--- config.mk ---
export PLATFORM = sky130hd
export DESIGN_NAME = bp_counter_table
export DESIGN_NICKNAME = d
export VERILOG_FILES = /design/src/rtl/bp_pkg.sv /design/src/rtl/bp_sat_ctr.sv /design/src/rtl/bp_counter_table.sv
export SDC_FILE = /design/constraint.sdc
export NUM_CORES = 1
export LEC_CHECK = 0
export CAP_MARGIN = 10
export CORE_UTILIZATION = 46
export CTS_BUF_LIST = sky130_fd_sc_hd__clkbuf_4 sky130_fd_sc_hd__clkbuf_8
export CTS_CLUSTER_SIZE = 24
export DETAILED_ROUTE_END_ITERATION = 10
export PLACE_DENSITY_LB_ADDON = 0.1
export REMOVE_ABC_BUFFERS = 1
export SYNTH_ARGS = -nofsm -noshare
export SYNTH_HDL_FRONTEND = slang
export SYNTH_SLANG_ARGS = --single-unit
--- constraint.sdc ---
create_clock -name clk -period 2.54 [get_ports clk]
set_clock_uncertainty 0.05 [all_clocks]
set_input_delay 0.381 -clock clk [delete_from_list [all_inputs] [get_ports clk]]
set_output_delay 0.381 -clock clk [all_outputs]
set_load 0.005 [all_outputs]
--- src/rtl/bp_pkg.sv ---
// Shared types and counter helpers for the branch-direction predictor table.
package bp_pkg;

    typedef enum logic {
        BP_LOCAL  = 1'b0,
        BP_GSHARE = 1'b1
    } bp_mode_e;

    localparam logic STATE_INIT = 1'b0;
    localparam logic STATE_RUN  = 1'b1;

    // Weakly not-taken: the value just below the taken threshold (0 for 1-bit counters).
    function automatic int ctr_init(input int ctr_bits);
        return (1 << (ctr_bits - 1)) - 1;
    endfunction

    function automatic logic [31:0] ctr_next(input logic [31:0] ctr, input logic taken,
                                             input int ctr_bits);
        logic [31:0] max_val;
        max_val = (32'd1 << ctr_bits) - 32'd1;
        if (taken) begin
            return (ctr >= max_val) ? max_val : ctr + 32'd1;
        end
        return (ctr == 32'd0) ? 32'd0 : ctr - 32'd1;
    endfunction

endpackage

--- src/rtl/bp_sat_ctr.sv ---
// Combinational saturating up/down step for one predictor counter.
module bp_sat_ctr
    import bp_pkg::*;
#(
    parameter int CTR_BITS = 2
) (
    input  logic [CTR_BITS-1:0] ctr,
    input  logic                taken,
    output logic [CTR_BITS-1:0] ctr_upd
);

    assign ctr_upd = CTR_BITS'(ctr_next(32'(ctr), taken, CTR_BITS));

endmodule

--- src/rtl/bp_counter_table.sv ---
// Branch-direction counter table with local or gshare indexing, a post-reset
// initialisation sweep, and independent predict and update ports.
module bp_counter_table
    import bp_pkg::*;
#(
    parameter int       INDEX_BITS = 4,
    parameter int       CTR_BITS   = 2,
    parameter int       HIST_BITS  = 4,
    parameter bp_mode_e MODE       = BP_LOCAL
) (
    input  logic                 clk,
    input  logic                 rst,
    output logic                 ready,
    input  logic                 pred_req,
    input  logic [31:0]          pred_pc,
    output logic                 pred_valid,
    output logic                 pred_taken,
    output logic [HIST_BITS-1:0] pred_hist,
    input  logic                 upd_valid,
    input  logic [31:0]          upd_pc,
    input  logic                 upd_taken,
    input  logic [HIST_BITS-1:0] upd_hist
);

    localparam int DEPTH = 2 ** INDEX_BITS;
    localparam logic [CTR_BITS-1:0]   CTR_INIT = CTR_BITS'(ctr_init(CTR_BITS));
    localparam logic [INDEX_BITS-1:0] LAST_IDX = INDEX_BITS'(DEPTH - 1);

    logic                  state_reg;
    logic [INDEX_BITS-1:0] sweep_reg;
    logic [HIST_BITS-1:0]  ghr_reg;
    logic [HIST_BITS-1:0]  ghr_next;
    logic                  ready_reg;
    logic                  pred_valid_reg;
    logic                  pred_taken_reg;
    logic [HIST_BITS-1:0]  pred_hist_reg;

    logic [CTR_BITS-1:0]   table_mem [DEPTH];

    logic [INDEX_BITS-1:0] pred_base;
    logic [INDEX_BITS-1:0] upd_base;
    logic [INDEX_BITS-1:0] pred_idx;
    logic [INDEX_BITS-1:0] upd_idx;
    logic [CTR_BITS-1:0]   upd_ctr;
    logic [CTR_BITS-1:0]   upd_ctr_next;

    logic                  wr_en;
    logic [INDEX_BITS-1:0] wr_addr;
    logic [CTR_BITS-1:0]   wr_data;

    assign pred_base = pred_pc[INDEX_BITS+1:2];
    assign upd_base  = upd_pc[INDEX_BITS+1:2];

    generate
        if (MODE == BP_GSHARE) begin : g_gshare
            // Predict hashes with the live GHR, update with the history captured at predict time.
            assign pred_idx = pred_base ^ INDEX_BITS'(ghr_reg);
            assign upd_idx  = upd_base ^ INDEX_BITS'(upd_hist);
            logic pc_unused;
            assign pc_unused = ^{pred_pc[31:INDEX_BITS+2], pred_pc[1:0],
                                 upd_pc[31:INDEX_BITS+2], upd_pc[1:0]};
        end else begin : g_local
            assign pred_idx = pred_base;
            assign upd_idx  = upd_base;
            logic pc_unused;
            assign pc_unused = ^{pred_pc[31:INDEX_BITS+2], pred_pc[1:0],
                                 upd_pc[31:INDEX_BITS+2], upd_pc[1:0], upd_hist};
        end
    endgenerate

    generate
        if (HIST_BITS == 1) begin : g_hist_one
            assign ghr_next = upd_taken;
        end else begin : g_hist_shift
            assign ghr_next = {ghr_reg[HIST_BITS-2:0], upd_taken};
        end
    endgenerate

    // Asynchronous read on the update side keeps back-to-back updates to one index exact.
    assign upd_ctr = table_mem[upd_idx];

    bp_sat_ctr #(
        .CTR_BITS(CTR_BITS)
    ) u_sat_ctr (
        .ctr    (upd_ctr),
        .taken  (upd_taken),
        .ctr_upd(upd_ctr_next)
    );

    // Single write port shared by the init sweep and the resolved-branch updates.
    always_comb begin
        wr_en   = 1'b0;
        wr_addr = sweep_reg;
        wr_data = CTR_INIT;
        if (!rst) begin
            if (state_reg == STATE_INIT) begin
                wr_en = 1'b1;
            end else if (upd_valid) begin
                wr_en   = 1'b1;
                wr_addr = upd_idx;
                wr_data = upd_ctr_next;
            end
        end
    end

    always_ff @(posedge clk) begin
        if (wr_en) begin
            table_mem[wr_addr] <= wr_data;
        end
    end

    always_ff @(posedge clk) begin
        if (rst) begin
            state_reg      <= STATE_INIT;
            sweep_reg      <= '0;
            ghr_reg        <= '0;
            ready_reg      <= 1'b0;
            pred_valid_reg <= 1'b0;
            pred_taken_reg <= 1'b0;
            pred_hist_reg  <= '0;
        end else if (state_reg == STATE_INIT) begin
            pred_valid_reg <= 1'b0;
            sweep_reg      <= sweep_reg + 1'b1;
            if (sweep_reg == LAST_IDX) begin
                state_reg <= STATE_RUN;
                ready_reg <= 1'b1;
            end
        end else begin
            // Reads here see the pre-update counter and pre-shift GHR of the same edge.
            pred_valid_reg <= pred_req;
            if (pred_req) begin
                pred_taken_reg <= table_mem[pred_idx][CTR_BITS-1];
                pred_hist_reg  <= ghr_reg;
            end
            if (upd_valid) begin
                ghr_reg <= ghr_next;
            end
        end
    end

    assign ready      = ready_reg;
    assign pred_valid = pred_valid_reg;
    assign pred_taken = pred_taken_reg;
    assign pred_hist  = pred_hist_reg;

endmodule

**After elaboration in Yosys (flattened, before gate mapping)**

Memories as Yosys holds them, arrays and structs flattened. A register that Yosys moved wholly into a read port is not among the register bits.
Index checks and enable logic that the tools add are counted.

- Logic and storage cells: 36
- Input bits: 73
- RAM bits: 32
- Output and inout port bits: 7
- Bits in registers: 15
- Memories: 1

Memories:

| name | words | bits a word | rd ports | clocked after memory_dff | wr ports | line | source |
|---|---|---|---|---|---|---|---|
| table_mem | 16 | 2 | 2 | 1 | 1 | bp_counter_table.sv:38 | `logic [CTR_BITS-1:0] table_mem [DEPTH];` |

- Bitwise gates (word level): 1
- Muxes and demuxes: 18
- Add/sub/neg operators: 3
- Reductions and logical operators: 5
- $lt $le $gt $ge: 1
- Eq/ne operators: 1

Operator list:

| kind | count |
|---|---|
| 2-bit 2-to-1 mux | 7 |
| 4-bit 2-to-1 mux | 3 |
| 1-bit 2-to-1 mux | 8 |
| 2-bit AND reduction | 3 |
| 4-bit by 1-bit adder with 4-bit output, second input constant | 1 |
| 4-bit equality test, second input constant | 1 |
| 2-bit by 1-bit adder with 2-bit output, second input constant | 1 |
| 2-bit >= comparator, second input constant | 1 |
| 2-bit logical NOT | 1 |
| 2-bit OR reduction | 1 |
| 2-bit by 1-bit subtractor with 2-bit output, second input constant | 1 |
| 1-bit inverter | 1 |

**Logic depth before layout (Yosys ltp)**

Gate-level depths: netlist (run 1).
An unclocked memory read counts as a cell.

- Depth after elaboration: 8
- Gate-level depth with buffers: 7
- Depth with buffers taken out: 5

**Hierarchy**

Synthesis (run 1) repeated with hierarchy kept, for this count alone.

- Cells, all modules: 169
- Area, all modules: 2170.8 µm²

By module, submodules not included:

| module | area each (µm²) | seq. area each (µm²) | times used | cells an instance |
|---|---|---|---|---|
| bp_counter_table | 2144.6 | 1281.2 | 1 | 166 |
| bp_sat_ctr | 26.3 | 0.0 | 1 | 3 |

**Least setup slack after synthesis (run 1)**

Ideal clock, no wire load.

- Path type: input to register
- Start: input port upd_pc[2]
- End: memory table_mem[0][0] (data pin)
- Required time: 2206 ps
- Arrival time: 1818 ps
- Stages on the path: 6
- Setup slack: 388 ps
- Setup time: 284 ps
- Buffers on the path: 1
- Cells stage by stage: buf_6 -> mux4_2 -> nand2_1 -> and4_1 -> a21oi_1 -> o21ai_1

- Longest elaborated chain between the ends: 8
- Elaborated cells between the ends (all ways): 12
- Classes of those cells: 2 x add/sub; 1 x order compare; 7 x mux; 1 x reduce/logical; 1 x memory

Ends and longest elaborated chain:

| item | line | source |
|---|---|---|
| start, declared | bp_counter_table.sv:20 | `input logic [31:0] upd_pc,` |
| memory read 16 x 2 bit (*) | - |  |
| 2-bit by 1-bit adder with 2-bit output or 2-bit >= comparator (tied branches) | bp_pkg.sv:22 | `return (ctr >= max_val) ? max_val : ctr + 32'd1;` |
| 2-bit 2-to-1 mux | bp_pkg.sv:22 |  |
| 2-bit 2-to-1 mux | bp_pkg.sv:21 | `if (taken) begin` |
| 2-bit 2-to-1 mux (*) | bp_pkg.sv:24 | `return (ctr == 32'd0) ? 32'd0 : ctr - 32'd1;` |
| 2-bit 2-to-1 mux (*) | bp_counter_table.sv:98 | `end else if (upd_valid) begin` |
| 2-bit 2-to-1 mux (*) | bp_counter_table.sv:96 | `if (state_reg == STATE_INIT) begin` |
| 2-bit 2-to-1 mux (*) | bp_counter_table.sv:95 | `if (!rst) begin` |
| net wr_data[0] | bp_counter_table.sv:49 | `logic [CTR_BITS-1:0] wr_data;` |
| end, declared | bp_counter_table.sv:38 |  |

The timed path passes the listed nets; every way through them passes the cells marked *. The select of a mux whose other input is x is not followed.

**Worst setup path in the final report (run 1)**

- Start: input port upd_pc[2]
- End: memory table_mem[12][0] (data pin)

Same word-level chain as after synthesis.

==> results of run 1 <==
power by group:
part | leakage (nW) | internal [W] | switching, W
sequential | 0.453 | 0.000831 | 0.00000895
clock | 0.0593 | 0.000316 | 0.000245
combinational | 0.421 | 0.0000591 | 0.0000593
per-layer routing:
layer  wire, um  global-route usage, %  vias to the layer above
li1           -                      -                      708
met1       2128                  27.69                      719
met2       2000                  28.80                       34
met3        230                  5.698                        5
met4         51                  6.444                        0
met5          0                      0                        -
cells by family after synthesis:
kind of cell,Yosys count,share of synthesized area (%)
AND/OR/NAND/NOR,73,14.86
flip-flops,48,59.23
AO/OA/AOI/OAI,22,5.957
multiplexers,16,15.85
buffers and inverters,10,2.313
XOR/XNOR,3,1.215
adder cells (fa/ha/maj),1,0.5783
layout by cell type (no fill, tap or decap), types with 2 or more instances in the layout:
cell type / instances
sky130_fd_sc_hd__nand3_1: 12
sky130_fd_sc_hd__mux2i_1: 2
sky130_fd_sc_hd__mux4_2: 8
sky130_fd_sc_hd__clkdlybuf4s50_1: 19
sky130_fd_sc_hd__clkbuf_8: 5
sky130_fd_sc_hd__a31oi_1: 8
sky130_fd_sc_hd__nor2_1: 30
sky130_fd_sc_hd__clkbuf_4: 2
sky130_fd_sc_hd__buf_4: 12
sky130_fd_sc_hd__o21ai_1: 2
sky130_fd_sc_hd__nor2b_1: 4
sky130_fd_sc_hd__mux4_1: 5
sky130_fd_sc_hd__inv_1: 3
sky130_fd_sc_hd__dfxtp_1: 16
sky130_fd_sc_hd__edfxtp_1: 32
sky130_fd_sc_hd__a21oi_1: 9
sky130_fd_sc_hd__nand2_1: 21
sky130_fd_sc_hd__xor2_1: 2
sky130_fd_sc_hd__nor3b_1: 2
per-stage QoR:
| stage | std cells | setup WS [ns] | hold WS, ns | util (%) |
|---|---|---|---|---|
| floorplan | 166 | 0.3223 | 0.3809 | - |
| global placement | 250 | -0.08887 | 0.3928 | 56.02 |
| detailed placement | 250 | -0.1058 | 0.4064 | 56.02 |
| CTS | 258 | 0.1595 | 0.4187 | 58.59 |
| global route | 258 | 0.06964 | 0.4387 | 58.59 |
| finish | 258 | 0.1571 | 0.4165 | 58.59 |
critical path: stages:
cell and delay [ns]:
sky130_fd_sc_hd__clkdlybuf4s50_1 0.46, sky130_fd_sc_hd__buf_4 0.18, sky130_fd_sc_hd__mux4_1 0.62, sky130_fd_sc_hd__nand3_1 0.14, sky130_fd_sc_hd__and4_1 0.24, sky130_fd_sc_hd__a21oi_1 0.08, sky130_fd_sc_hd__o21ai_1 0.21, sky130_fd_sc_hd__buf_12 0.18
cell type report:
| class | instances | area (um^2) |
|---|---|---|
| multi-input combinational | 115 | 832.0 |
| fill | 365 | 1841 |
| timing repair buffer | 32 | 300.3 |
| clock inverter | 1 | 30.03 |
| sequential | 48 | 1281 |
| clock buffer | 7 | 83.83 |
| tap | 52 | 65.06 |
| inverter | 3 | 11.26 |
worst paths after layout:
check / start / end / slack [ns] / cells after the start
max: upd_pc[2] / table_mem[12][0] / 0.16 / 8
min: pred_hist[3] / pred_hist[3] / 0.42 / 2
max reg2reg: table_mem[4][1] / table_mem[12][1] / 0.55 / 6
min reg2reg: pred_hist[3] / pred_hist[3] / 0.42 / 2
==> results.md, run 1 <==
- The required time of the worst setup path is 2.65 ns.
- The number of global-route vias before repair is 1402.
- The H-tree was split into 2 levels.
- The clock tree from TritonCTS is yes.
- The worst-skew pair later-pin latency is 0.30 ns.
- In this run, post-CTS repair resized a total of 0 instances.
- Sorting the synthesized cells by area gives the leading types as sky130_fd_sc_hd__edfxtp_1, sky130_fd_sc_hd__dfxtp_1, sky130_fd_sc_hd__mux4_2.
- 0 antenna diodes ended up in the layout.
- Post-CTS timing repair inserted 0 buffers for setup.
- The die width is 70.58 um.
- 80 I/O pins were placed.
- Dividing the synthesized area by the synthesized cell count gives 12.50 um^2.
- Setup violations remaining at the end of the flow were counted as 0.
- The total count of hold-check failures in the final report is 0.
- Entering global routing, the biggest net connects 19 pins.
- In the routed layout, each cell is associated on average with a via count of 5.682.
- The ratio of cells with drive above 1 in the final layout is 15.53%.
- After detailed routing, the total wire length is 4411 um.
- The initial antenna violation count is 0.
- The total power divided by cell area is 583.6 nW/um^2.
- The die span in y is 70.58 um.
- Among all flip-flop cells after synthesis, the most frequent one is sky130_fd_sc_hd__edfxtp_1.
- Summed over all nets, the half-perimeter wirelength after detailed placement is 3154 um.
- Yosys printed 0 warnings.
- After synthesis the cells add up to 2163 um^2.
- The count of flip-flops with a built-in enable after synthesis is 32.
- Counting along the longest clock path gives a buffer depth of 2.
- The remaining max-slew budget at the tightest pin is 68.11%.
- The net count reported at finish is 279.
- The minimum clock period after layout is 2.383 ns.
- The first global-routing pass estimated 7127 um of wire.
- The clock sink count is 48.
- In the global route stage, overall resource usage came out at 19.37%.
- The post-synthesis instance total is 173.
- After synthesis, the most frequently instantiated cells are sky130_fd_sc_hd__edfxtp_1, sky130_fd_sc_hd__nor2_1, sky130_fd_sc_hd__nand2_1, sky130_fd_sc_hd__dfxtp_1, sky130_fd_sc_hd__nand3_1.
- The number of detailed-route iterations in the first pass is 7.
- The tree is rooted in a sky130_fd_sc_hd__clkbuf_8.
- The setup path with the least slack is of type input port to flop.
- The class of the tightest hold or removal check is flop to flop.
- Max-cap violations in this run came to 0.
- In the synthesized netlist the async set-or-reset flop fraction comes to 0%.
- After layout, the worst path uses 93.82% of the clock period.
- The effective utilization at floorplan is 48.68%.
- For the pin with the worst max-slew slack, the measured transition is 0.4761 ns.
- The cts-stage hold buffer count is 0.
- The post-synthesis register bit count is 48.
- In the post-synthesis netlist, the cell with the most instances is sky130_fd_sc_hd__edfxtp_1.
- For this run the aggregate overflow at the end of global routing stands at 0.
- In this run the core area contains 24 standard-cell rows.
- Setup repair after global routing left no endpoint under its margin.
- Based on the critical path, the design can be clocked at up to 0.4197 GHz.
- Buffers placed on the I/O ports in this run total 19.
- Counting flops per register, the top entry is table_mem.
- The flow ran to the end, but the final reports show violations.
- The checks that failed: DRC.
- The setup TNS after final layout is 0 ns.
- The clock buffer count from CTS is 5.
- Compared with the post-synthesis result, the final layout area differs by 20.36%.
- The standard cell core area is 4444 um^2.
- The detail-routed net length per standard cell is 17.10 um.
- In the routed design, unresolved DRC markers number 5.
- The die covers 4981 um^2.
- Of all nets on the critical path, the largest fanout is 16.
- Total power for the finished layout comes to 0.001520 W.
- At the end of routability-driven placement, the weighted congestion stood at 0.8221.
- The biggest area contributor in the post-synthesis netlist is sky130_fd_sc_hd__edfxtp_1.
- Sequential cells were found to cover 59.22% of the synthesized design area.
- In this run the static leakage power is 0.9332 nW.
- The routed layout has 1466 vias.
- After synthesis, the netlist uses 29 different library cells.
- The finished layout cell area is 2604 um^2.
- The number of flip-flops in the largest register is 32.
- Clock-pin slew was measured on the worst setup and hold paths at 0.08 ns.
- The worst-case IR drop observed on VDD is 0.3275 mV.
- The area share of the leading cell type in the synthesized netlist is 44.42%.
- The endpoint class of the critical path is a flop.
- The number of nets with antenna violations after routing is 0.
- The number of pins exceeding their max-slew limit in the final report is 0.
- The detailed router finished its first iteration with 85 violations.
- Data on the critical path arrives at its endpoint at 2.49 ns.
- After detailed placement, the total cell area comes to 2490 um^2.
- STA classifies the critical path startpoint as an input port.
(Power assumes the default switching activity.)
==> run 2: changes to the inputs <==
Settings changed: ABC_AREA set to 1, ABC_CLOCK_PERIOD_IN_PS set to 2540, CAP_MARGIN 10 to 5, CORE_UTILIZATION 46 to 47.
==> results.md, run 2 <==
- The number of flip-flops in the largest register is 32.
- The required time of the worst setup path is 2.50 ns.
- The effective utilization at floorplan is 49.03%.
- In this run, synthesis produced a sequential element count of 48.
- Of the available clock period, the critical path in the final layout requires 88.97%.
- The total count of hold-check failures in the final report is 0.
- The worst-skew pair later-pin latency is 0.30 ns.
- The total power divided by cell area is 585.0 nW/um^2.
- After clock tree synthesis, the clock-pin slew on the worst setup and hold paths is 0.08 ns.
- The register bank with the most flops is table_mem.
- The average instance in the mapped netlist occupies 8.665 um^2.
- Power comes to 0.001635 W.
- In this run the number of H-tree levels came out at 2.
- In this run, post-CTS hold repair placed 0 buffers.
- In the post-synthesis netlist, the cell with the most instances is sky130_fd_sc_hd__nand2_1.
- The net count reported at finish is 374.
- Sorting the synthesized cells by how often they occur yields sky130_fd_sc_hd__nand2_1, sky130_fd_sc_hd__edfxtp_1, sky130_fd_sc_hd__inv_1, sky130_fd_sc_hd__nor2_1, sky130_fd_sc_hd__nand3_1.
- The final-layout fill cell count is 448.
- The commonest non-fill, non-tap cell in the layout is sky130_fd_sc_hd__nand2_1.
- The delay of the slowest cell on the worst path is 0.53 ns.
- Counting every instance in the synthesized netlist gives 269.
- By instance count, the cell type seen most on the critical path is sky130_fd_sc_hd__nand2_1.
- The die width is 72.43 um.
- The initial antenna violation count is 0.
- At the worst endpoint, the arrival time is 2.22 ns.
- The clock sink count is 48.
- The share of the Yosys chip area taken by registers is 54.97%.
- The slowest stage of the critical path belongs to the cell sky130_fd_sc_hd__nor2_2.
- The number of maximum-capacitance constraint violations is 0.
- For this design the static power due to leakage is 1.151 nW.
- The worst hold path belongs to the class flop to flop.
- The signal on the critical path passes through clkdlybuf4s50_1, buf_4, nand2_1, o21ai_0, nand2_1, nand3_1, nand3_1, nand3b_1, nand2_1, nor2_2.
- The cell at the root of the clock tree is sky130_fd_sc_hd__clkbuf_8.
- Detailed routing inserted a total of 1823 vias.
- The number of buffers added on ports is 19.
- The critical-path maximum fanout is 19.
- Counting distinct cell types in the post-synthesis netlist gives 25.
- In this run the count of I/O pins placed on the die edge is 80.
- After synthesis, the share of flip-flops with an asynchronous set or reset is 0%.
- The worst setup path is launched from an input port.
- The final wirelength is 4882 um.
- The ratio of cells with drive above 1 in the final layout is 13.95%.
- The first global-routing pass estimated 7983 um of wire.
- After detailed routing, the average wire length per cell comes to 13.27 um.
- TritonCTS built the clock tree.
- The number of placed instances, taps included, is 360.
- The dominant register cell in the synthesized netlist is sky130_fd_sc_hd__edfxtp_1.
- Setup repair after global routing left no endpoint under its margin.
- For the final routed database, the setup TNS stands at 0 ns.
- In the layout the commonest cells are sky130_fd_sc_hd__nand2_1, sky130_fd_sc_hd__edfxtp_1, sky130_fd_sc_hd__inv_1, sky130_fd_sc_hd__nand3_1, sky130_fd_sc_hd__nor2_1.
- After global routing the overflow that remains totals 0.
- The area share of the leading cell type in the synthesized netlist is 41.22%.
- The number of global-route vias before repair is 1649.
- Once the clock tree was built, the setup fixing pass inserted 0 buffers.
- The critical path in this run is classified as input port to flop.
- The number of pins exceeding their max-slew limit in the final report is 0.
- The floorplan step defined a core boundary enclosing 4755 um^2.
- The number of remaining DRC errors is 0.
- The summed instance area of the synthesized netlist is 2331 um^2.
- Yosys attributes the largest share of cell area to sky130_fd_sc_hd__edfxtp_1, sky130_fd_sc_hd__dfxtp_1, sky130_fd_sc_hd__nand2_1.
- Of all cell types, the one taking the most synthesized area is sky130_fd_sc_hd__edfxtp_1.
- The end-of-flow core utilization is 58.76%.
- For this run, the total global-route usage over all layers was measured as 20.40%.
- The post-detailed-route via-to-cell ratio is 4.954.
- The half-perimeter wire length after detailed placement is 3580 um.
- At the end of routability-driven placement, the weighted congestion stood at 0.8146.
- The maximum buffer depth of the clock tree is 2.
- The first detailed-routing pass ran for 4 iterations.
- Derived from the worst setup path, the maximum achievable clock frequency is 0.4425 GHz.
- 0 antenna diodes ended up in the layout.
- The flow ran to the end, and the final reports show no timing, DRC or antenna violations.
- The number of nets with antenna violations after routing is 0.
- The floorplan has 25 rows.
- The floorplan step set the die height to 72.43 um.
- The smallest setup slack after layout is 0.2801 ns.
- After the first detailed-routing iteration, the DRC count stood at 132.
- The setup slack at placement is -0.3178 ns.
- The area growth from synthesis to layout is 19.86%.
- Measured against its own limit, the worst slew margin works out to 55.59%.
- Clock tree synthesis inserted a total of 5 buffers.
- Yosys printed 0 warnings.
- The die footprint is 5245 um^2.
- IR analysis of the VDD net gives a maximum drop of 0.3781 mV.
- The minimum clock period after layout is 2.260 ns.
- Gates resized during post-CTS repair numbered 1.
- The endpoint class of the critical path is a flop.
- The largest net degree at the start of global routing is 20.
- Counting flops with a built-in enable in the synthesized netlist gives 32.
- The actual transition at the worst max-transition pin is 0.6654 ns.
- The finished layout holds 368 standard cells, fillers aside.
- In this run the register-to-register setup slack is 0.67 ns.
- The final setup violation count is 0.
[run 2: worst paths after layout]
kind | depth (start not counted) | start | end
min | 2 | pred_hist[1] | pred_hist[1]
max reg2reg | 8 | table_mem[2][1] | table_mem[14][1]
max | 10 | upd_pc[2] | table_mem[14][1]
min reg2reg | 2 | pred_hist[1] | pred_hist[1]
[run 2: critical path: cells and delay by family]
family                 cells  cell delay (ns)
and+or+nand+nor            7             1.02
AOI/OAI and AO/OA          1             0.10
buffers and inverters      2             0.70
[run 2: report_power, final]
group / switching, W / internal, W / total [W]
combinational: 0.0000861 / 0.0000595 / 0.000146
clock: 0.000246 / 0.000404 / 0.000650
sequential: 0.00000728 / 0.000831 / 0.000839
[run 2: stage by stage]
step	hold slack [ns]	cell area (um^2)
floorplan	0.3849	2278
global route	0.4412	2794
CTS	0.4245	2794
detailed placement	0.4116	2655
finish	0.4207	2794
global placement	0.4055	2655
[run 2: per-layer routing]
metal  routed length (um)  vias to the layer above  track usage, %
met4                   62                        0           7.625
met3                  188                        6           4.028
met1                 2506                      842           29.32
met2                 2124                       31           30.53
li1                     -                      944               -
met5                    0                        -               0
[run 2: final cells by class]
type / count / area (um^2) / area share [%]
Inverter: 33 / 123.9 / 4.434
Timing Repair Buffer: 31 / 292.8 / 10.48
Multi-Input combinational cell: 181 / 875.8 / 31.35
Clock inverter: 2 / 60.06 / 2.150
Clock buffer: 6 / 76.32 / 2.732
Tap cell: 67 / 83.83 / 3.000
Sequential cell: 48 / 1281 / 45.86
[run 2: cells by family (layout without fill, tap and decap cells)]
kind of cell	after synthesis	after routing	synth area share, %
buffers and inverters	40	72	7.568
flip-flops	48	48	54.97
adder cells (fa/ha/maj)	1	1	0.5367
AO/OA/AOI/OAI	39	39	9.447
AND/OR/NAND/NOR	141	141	27.48
